$ cat config.mk
export PLATFORM = sky130hd
export DESIGN_NAME = tlul_mem_responder
export DESIGN_NICKNAME = d
export VERILOG_FILES = /design/src/rtl/tlul_pkg.sv /design/src/rtl/tlul_mem_responder.sv
export SDC_FILE = /design/constraint.sdc
export NUM_CORES = 1
export LEC_CHECK = 0
export ABC_CLOCK_PERIOD_IN_PS = 1620
export BUFFER_PORTS_ARGS = -buffer_cell sky130_fd_sc_hd__buf_2
export CORE_ASPECT_RATIO = 0.7
export CORE_UTILIZATION = 25
export DETAILED_ROUTE_END_ITERATION = 8
export PLACE_DENSITY = 0.59
export SYNTH_ARGS = -nofsm -noshare
export SYNTH_HDL_FRONTEND = slang
export SYNTH_SLANG_ARGS = --single-unit
$ cat constraint.sdc
create_clock -name clk_i -period 1.62 [get_ports clk_i]
set_clock_uncertainty 0.15 [all_clocks]
set_input_delay 0.081 -clock clk_i [delete_from_list [all_inputs] [get_ports clk_i]]
set_output_delay 0.081 -clock clk_i [all_outputs]
set_load 0.02 [all_outputs]
$ cat src/rtl/tlul_pkg.sv
// tlul_pkg: TL-UL channel structs and opcodes (no integrity fields).
package tlul_pkg;

    localparam logic [2:0] OpPutFull = 3'h0;
    localparam logic [2:0] OpPutPartial = 3'h1;
    localparam logic [2:0] OpGet = 3'h4;
    localparam logic [2:0] OpAccessAck = 3'h0;
    localparam logic [2:0] OpAccessAckData = 3'h1;

    typedef struct packed {
        logic        a_valid;
        logic [2:0]  a_opcode;
        logic [2:0]  a_param;
        logic [1:0]  a_size;
        logic [7:0]  a_source;
        logic [31:0] a_address;
        logic [3:0]  a_mask;
        logic [31:0] a_data;
        logic        d_ready;
    } tl_h2d_t;

    typedef struct packed {
        logic        d_valid;
        logic [2:0]  d_opcode;
        logic [2:0]  d_param;
        logic [1:0]  d_size;
        logic [7:0]  d_source;
        logic [0:0]  d_sink;
        logic [31:0] d_data;
        logic [0:0]  d_user;
        logic        d_error;
        logic        a_ready;
    } tl_d2h_t;

endpackage

$ cat src/rtl/tlul_mem_responder.sv
// tlul_mem_responder: TL-UL device responder running one word access at a time
// on a req/gnt/rvalid memory port.
module tlul_mem_responder
    import tlul_pkg::*;
#(
    parameter int          AddrWidth = 15,
    parameter logic [31:0] ErrRdata  = 32'hFFFF_FFFF
) (
    input  logic                 clk_i,
    input  logic                 rst_i,
    input  tl_h2d_t              tl_i,
    output tl_d2h_t              tl_o,
    output logic                 mem_req_o,
    input  logic                 mem_gnt_i,
    output logic                 mem_we_o,
    output logic [AddrWidth-1:0] mem_addr_o,
    output logic [31:0]          mem_wdata_o,
    output logic [3:0]           mem_be_o,
    input  logic                 mem_rvalid_i,
    input  logic [31:0]          mem_rdata_i,
    input  logic                 mem_err_i
);

    typedef enum logic [1:0] {IDLE, REQ, WAIT, RESP} state_e;

    state_e               state_q, state_d;
    logic [2:0]           op_q;
    logic [1:0]           size_q;
    logic [7:0]           src_q;
    logic [AddrWidth-1:0] addr_q;
    logic [3:0]           mask_q;
    logic [31:0]          data_q, rdata_q;
    logic                 we_q, err_q;
    logic [3:0]           sel_be;
    logic [1:0]           align_mask;
    logic                 legal;
    logic                 unused_tl;

    assign unused_tl = ^tl_i.a_param;

    always_comb begin
        sel_be = tl_i.a_size == 2'd0 ? 4'b0001 << tl_i.a_address[1:0] :
                 tl_i.a_size == 2'd1 ? 4'b0011 << tl_i.a_address[1:0] : 4'b1111;
        align_mask = tl_i.a_size == 2'd0 ? 2'b00 : tl_i.a_size == 2'd1 ? 2'b01 : 2'b11;
        legal = (tl_i.a_opcode == OpGet || tl_i.a_opcode == OpPutFull ||
                 tl_i.a_opcode == OpPutPartial) &&
                tl_i.a_size != 2'd3 &&
                (tl_i.a_address[1:0] & align_mask) == 2'b00 &&
                (tl_i.a_mask & ~sel_be) == 4'b0000 &&
                (tl_i.a_opcode != OpPutFull || tl_i.a_mask == sel_be) &&
                tl_i.a_address[31:AddrWidth+2] == '0;
    end

    always_ff @(posedge clk_i) begin
        if (rst_i) state_q <= IDLE;
        else       state_q <= state_d;
    end

    always_comb begin
        state_d = state_q;
        case (state_q)
            IDLE:    if (tl_i.a_valid) state_d = legal ? REQ : RESP;
            REQ:     if (mem_gnt_i) state_d = WAIT;
            WAIT:    if (mem_rvalid_i) state_d = RESP;
            default: if (tl_i.d_ready) state_d = IDLE;
        endcase
    end

    always_ff @(posedge clk_i) begin
        if (rst_i) begin
            op_q    <= '0;
            size_q  <= '0;
            src_q   <= '0;
            addr_q  <= '0;
            mask_q  <= '0;
            data_q  <= '0;
            we_q    <= 1'b0;
            err_q   <= 1'b0;
            rdata_q <= '0;
        end else if (state_q == IDLE && tl_i.a_valid) begin
            op_q   <= tl_i.a_opcode;
            size_q <= tl_i.a_size;
            src_q  <= tl_i.a_source;
            addr_q <= tl_i.a_address[AddrWidth+1:2];
            mask_q <= tl_i.a_mask;
            data_q <= tl_i.a_data;
            we_q   <= tl_i.a_opcode != OpGet;
            err_q  <= ~legal;
        end else if (state_q == WAIT && mem_rvalid_i) begin
            rdata_q <= mem_rdata_i;
            err_q   <= mem_err_i;
        end
    end

    always_comb begin
        tl_o          = '0;
        tl_o.a_ready  = state_q == IDLE;
        tl_o.d_valid  = state_q == RESP;
        tl_o.d_opcode = op_q == OpGet ? OpAccessAckData : OpAccessAck;
        tl_o.d_size   = size_q;
        tl_o.d_source = src_q;
        tl_o.d_error  = err_q;
        tl_o.d_data   = op_q == OpGet ? (err_q ? ErrRdata : rdata_q) : '0;
        mem_req_o     = state_q == REQ;
        mem_we_o      = we_q;
        mem_addr_o    = addr_q;
        mem_wdata_o   = data_q;
        mem_be_o      = mask_q;
    end

endmodule

==> out/results.ini, run 1 <==
[outcome]
outcome = complete, but fails checks
failed_checks = negative setup slack

[drt]
drc = 0
dr_total_vias = 4827
antenna_left = 0
avgViaCountPerCell = 4.47
routed_wl_mm = 15.9
drt_iter0_markers = 252
wl_per_cell_um = 14.7
dr.pass1.iters = 4

[final_layout]
drive_gt1_share_pct = 43.4
finalCoreUtilization_pct = 48.5
instances_no_fill = 1080
fin_nets = 987
antennaDiodeCount = 0
multi_input_area_um2 = 2400
regArea_um2 = 2010
num-fill-cells = 1516
area_delta_synth_final_pct = 89.1

[setup_path]
cp-end-kind = output port
critPathLaunch = op_q[1]
r2r-start = state_q[0]
ff2ff_path_depth = 6
worstPathArrival_ps = 1500
cp-endpoint = tl_o[3]
path_class = flop to output port
crit_path_start_kind = flop
reg2reg_slack_ps = 10
crit_fanout = 8
r2r_end = state_q[1]
critPathRequiredTime_ps = 1390

[synthesis]
netlist_area_um2 = 4210
yosysUniqueCellTypes = 34
yosysWarnings = 0
ys_seq_elements = 100
seq_area_frac_synth_pct = 47.6
netlist_instances = 530
syn_area_per_cell_um2 = 7.94

[pwr]
clkPwrFrac_pct = 23.6
power_density_nw_per_um2 = 1210
total_power_w = 0.00962
switching_share_pct = 35.9
switchingPower_w = 0.00346
combPwrFrac_pct = 44.4
power_frac_seq_pct = 32.0
leakagePower_nw = 3.43
p_int_w = 0.00616
vdd_drop_max_uv = 587

[timing]
finalSetupViolations = 32
slew_violations = 0
max_freq_mhz = 576
fin_crit_sh_pct = 107
post-route-min-period_ps = 1740
grt_setup_unrepaired = true
finalHoldViolCount = 0
fin_ws_ps = -116

[clock_tree]
clockBufferDepth = 2
cts_tree = yes
clk-insertion-delay-late_ps = 340
cts_sinks = 100
cts-root-buf = clkbuf_16
cts_max_level = 3
clkTransAtPathRegs_ps = 60
cts_buffers = 9

[job]
maxCapViolCount = 0

[floorplan]
rows = 39
die_area_um2 = 17400
fp.dieH_um = 111
die-width_um = 157
core_um2 = 16400
pin_count = 229
initial_utilization_pct = 25.7

[worst_hold_path]
worstHoldPathType = input port to flop
hold_start = tl_i[54]

[placed_design]
hpwl_mm = 8.66
place_inst = 952
place.gp.congestion = 0.800
portBuffers = 218

[global_routing]
gr-usage-all-layers_pct = 16.1
antenna_found_initial = 0
grt_pass1_wl_mm = 22.4
grt_remaining_overflow = 0
grt_max_degree = 50
grt_pass1_vias = 4654

-- logic make-up (layout without fill, tap and decap cells) --
kind of cell | count (synthesis) | count (layout) | synth area share (%)
AND/OR/NAND/NOR | 225 | 225 | 22.6
flip-flops | 100 | 100 | 47.6
AO/OA/AOI/OAI | 139 | 139 | 19.6
adder cells (fa/ha/maj) | 12 | 12 | 3.57
other | 1 | 7 | 0.0891
multiplexers | 1 | 1 | 0.238
buffers and inverters | 52 | 371 | 6.33
-- Yosys cell counts (all sizes together) --
cell type | count | share of area (%)
and2 | 1 | 0.15
nor2 | 9 | 0.98
o211ai | 1 | 0.30
nand4 | 1 | 0.15
nor2b | 5 | 0.74
nor3 | 2 | 0.51
and3b | 1 | 0.21
nor3b | 1 | 0.30
clkbuf | 19 | 1.7
nand2 | 194 | 17
nand3b | 1 | 0.18
o21a | 32 | 5.7
inv | 4 | 0.36
a311oi | 1 | 0.21
and3 | 1 | 0.15
a211oi | 4 | 0.71
a2bb2oi | 1 | 0.21
ha | 12 | 3.6
mux2i | 1 | 0.24
dfxtp | 100 | 48
conb | 1 | 0.089
nand3 | 2 | 0.24
buf | 29 | 4.3
o22ai | 1 | 0.15
a2111oi | 1 | 0.65
nor4 | 7 | 1.7
a21oi | 98 | 12
-- flip-flops by register name (all words and copies together) (netlist names) --
signal and cells:
rdata_q 32, mem_we_o 1, op_q 3, mem_wdata_o 32
mem_be_o 4, err_q 1, size_q 2, state_q 2
src_q 8, mem_addr_o 15
-- cells in the final DEF, fill, tap and decap left out, types with 2 or more instances in the layout --
cell type / count
o21a_1: 32
nor4_2: 2
buf_4: 12
nor2b_1: 2
nand2_2: 7
clkbuf_16: 18
nor2b_4: 2
buf_6: 37
a21oi_1: 52
buf_12: 14
nand2_4: 12
inv_8: 2
nand2_1: 175
dlygate4sd3_1: 96
dfxtp_2: 4
a21oi_2: 46
bufinv_16: 2
dfxtp_1: 95
nor2_1: 8
a211oi_2: 3
nor4_1: 3
ha_4: 7
ha_1: 4
nor4_4: 2
buf_8: 3
conb_1: 7
buf_2: 182
-- stage by stage --
step                setup slack [ps]  hold slack (ps)  cell area (um^2)  TNS, ps
floorplan                      -31.1             39.7              4320    -47.7
global placement                -410              172              5750     -879
detailed placement              -423              176              5750     -962
CTS                            -62.0             24.5              7220    -1270
global route                    -162             65.9              7960    -4430
finish                          -116             22.2              7960    -2170
-- per-layer routing --
metal / global-route usage [%] / part of all wire (%) / vias up
li1: - / - / 2379
met1: 19.5 / 45 / 2243
met2: 27.7 / 47 / 185
met3: 4.24 / 6.1 / 20
met4: 4.79 / 1.7 / 0
met5: 0 / 0 / -
-- power by group through the flow --
stage	clock, W	combinational, W	sequential (W)
finish	0.00227	0.00427	0.00308
CTS	0.00238	0.00338	0.00306
global placement	0	0.00307	0.00309
floorplan	0	0.00165	0.00340
detailed placement	0	0.00308	0.00310
global route	0.00246	0.00462	0.00312
-- layout make-up --
type | count | area share, %
repair buffers | 353 | 36.8
clock inverters | 4 | 0.959
clock buffers | 10 | 2.88
flip-flops and latches | 100 | 25.3
inverters | 4 | 0.409
well taps | 225 | 3.54
multi-input cells | 384 | 30.2
-- worst min path at each step --
stage	cells past startpoint	end	slack, ps
floorplan	1	mem_we_o	40
global placement	3	mem_wdata_o[8]	170
detailed placement	3	src_q[7]	180
CTS	5	state_q[1]	20
global route	5	state_q[1]	70
finish	5	state_q[1]	20
-- timing repair --
item,CTS,global route
setup buffers,0,5
endpoints found under the hold margin,98,0
endpoints found under the setup margin,54,123
pin swaps,6,35
gates resized for setup,67,112
hold buffers,96,0
gates cloned,0,13
-- worst max-delay path: stages (launching register included) --
cell	delay, ps
dfxtp_2	330
nor3b_4	230
buf_6	150
clkbuf_16	150
o21a_1	170
buf_6	130
Note: power is estimated with default switching activity, not from simulation.
==> run 2, diff against run 1 <==
- ABC_CLOCK_PERIOD_IN_PS: 1620 -> 2200
- PLACE_DENSITY: 0.59 -> 0.57
- SKIP_CTS_REPAIR_TIMING: default -> 1
- clock period: 1.62 -> 2.2 ns (I/O delays scaled with it)
==> out/results.ini, run 2 (same netlist as run 1, synthesis figures left out) <==
[outcome]
outcome = finished clean

[timing]
max_freq_mhz = 498
grt_setup_unrepaired = false
post-route-min-period_ps = 2010
fin_crit_sh_pct = 91.3
finalSetupViolations = 0  ; -100%
fin_ws_ps = 192  ; +308 ps
finalHoldViolCount = 0  ; unchanged
slew_violations = 0  ; unchanged

[drt]
drc = 0  ; unchanged
antenna_left = 0  ; unchanged
dr_total_vias = 4572  ; -5.3%
wl_per_cell_um = 13.0  ; -12%
avgViaCountPerCell = 4.33  ; -3.0%
drt_iter0_markers = 204  ; -19%
routed_wl_mm = 13.7  ; -14%
dr.pass1.iters = 4  ; unchanged

[placed_design]
place_inst = 943  ; -0.95%
dp_slack_ps = -54.8  ; +368 ps
hpwl_mm = 8.73  ; +0.76%
portBuffers = 218  ; unchanged
place.gp.congestion = 0.760  ; -5.0%

[final_layout]
drive_gt1_share_pct = 30.7  ; -13 points
mostFrequentLayoutCells = 217 x buf_2, 193 x nand2_1, 100 x dfxtp_1
area_delta_synth_final_pct = 61.4
fin_nets = 960  ; -2.7%
num-fill-cells = 1708  ; +13%
instances_no_fill = 1055  ; -2.3%
layout_commonest_cell = buf_2
antennaDiodeCount = 0  ; unchanged

[setup_path]
crit_path_start_kind = input port
critPathRequiredTime_ps = 2260  ; +870 ps
crit_buf_inv = 2  ; -1
path_class = input port to flop
crit_fanout = 6  ; -2
worstPathArrival_ps = 2070  ; +570 ps
cpPeakStageDelay_ps = 520  ; +190 ps
cp_cell_sequence = dlygate4sd3_1 > buf_2 > a211oi_1 > ha_1 > nor4_4 > o211ai_2 > a2111oi_4 > o22ai_1
critPathTopFamily = compound AO/OA/AOI/OAI gates
cp-end-kind = flop
crit_slowest_cell = dlygate4sd3_1

[pwr]
power_frac_seq_pct = 36.6  ; +4.6 points
vdd_drop_max_uv = 398  ; -32%
p_int_w = 0.00390  ; -37%
switching_share_pct = 36.3  ; +0.39 points
clkPwrFrac_pct = 26.5  ; +2.9 points
switchingPower_w = 0.00223  ; -36%
power_density_nw_per_um2 = 902  ; -25%
combPwrFrac_pct = 36.9  ; -7.5 points
leakagePower_nw = 3.05  ; -11%

[floorplan]
die-width_um = 157  ; unchanged
fp.dieH_um = 111  ; unchanged
rows = 39  ; unchanged
core_um2 = 16400  ; unchanged
pin_count = 229  ; unchanged
initial_utilization_pct = 25.7  ; unchanged
die_area_um2 = 17400  ; unchanged

[clock_tree]
cts_buffers = 9  ; unchanged
cts_max_level = 3  ; unchanged
cts_sinks = 100  ; unchanged
clockBufferDepth = 2  ; unchanged
cts-root-buf = clkbuf_16
clkTransAtPathRegs_ps = 70  ; about the same
clk-insertion-delay-late_ps = 340  ; about the same
cts_tree = yes

[job]
maxCapViolCount = 0  ; unchanged

[global_routing]
grt_remaining_overflow = 0  ; unchanged
gr-usage-all-layers_pct = 14.3  ; -1.8 points
grt_pass1_wl_mm = 19.6  ; -13%
grt_pass1_vias = 3819  ; -18%
grt_max_degree = 65  ; +30%
antenna_found_initial = 0  ; unchanged

[worst_hold_path]
worstHoldPathType = input port to flop

run 2: changes by cell type in the layout (fill, tap and decap cells not counted), sizes merged:
cell and change:
bufinv -1, buf -18, clkinv +1, clkbuf -8, inv +1
run 2: per-stage QoR:
step / area (um^2) / power, W / setup TNS [ps] / hold slack (ps) / utilization [%]
finish: 6790 / 0.00613 / 0 / 0.404 / 41.4
global route: 6790 / 0.00656 / 0 / 1.92 / 41.4
CTS: 5830 / 0.00610 / 0 / -166 / 35.6
detailed placement: 5530 / 0.00444 / -98.6 / 206 / 33.7
global placement: 5530 / 0.00444 / 0 / 206 / 33.7
floorplan: 4230 / 0.00366 / 0 / 68.7 / -
run 2: cell type report:
type / count / area, um^2 / share of cell area [%]
Sequential cell: 100 / 2000 / 29.5
Timing Repair Buffer: 326 / 2220 / 32.7
Multi-Input combinational cell: 384 / 1970 / 29.0
Clock buffer: 11 / 243 / 3.57
Inverter: 4 / 15.0 / 0.221
Clock inverter: 5 / 60.1 / 0.884
Tap cell: 225 / 282 / 4.14
run 2: layer usage:
layer	GRT usage (%)	vias up	wire length, um	share of wire, %
met2	22.1	143	6290	46
met4	3.11	0	128	0.93
li1	-	2318	-	-
met1	19.2	2099	6400	47
met3	4.83	12	890	6.5
met5	0	-	0	0
run 2: power by group through the flow:
stage,Clock [W],Combinational (W),Sequential [W]
after CTS,0.00170,0.00216,0.00224
after global routing,0.00176,0.00252,0.00228
after global placement,0,0.00216,0.00228
final,0.00163,0.00226,0.00224
after floorplan,0,0.00116,0.00250
after detailed placement,0,0.00216,0.00228
run 2: final timing paths:
kind                                 startpoint         endpoint  slack, ps  depth (start not counted)
worst max register to register       state_q[0]       state_q[1]        260                          7
worst min register to register  mem_wdata_o[11]  mem_wdata_o[11]        300                          2
worst min-delay path                      rst_i       state_q[0]        0.4                          2
worst max-delay path                   tl_i[78]       state_q[1]        190                          8
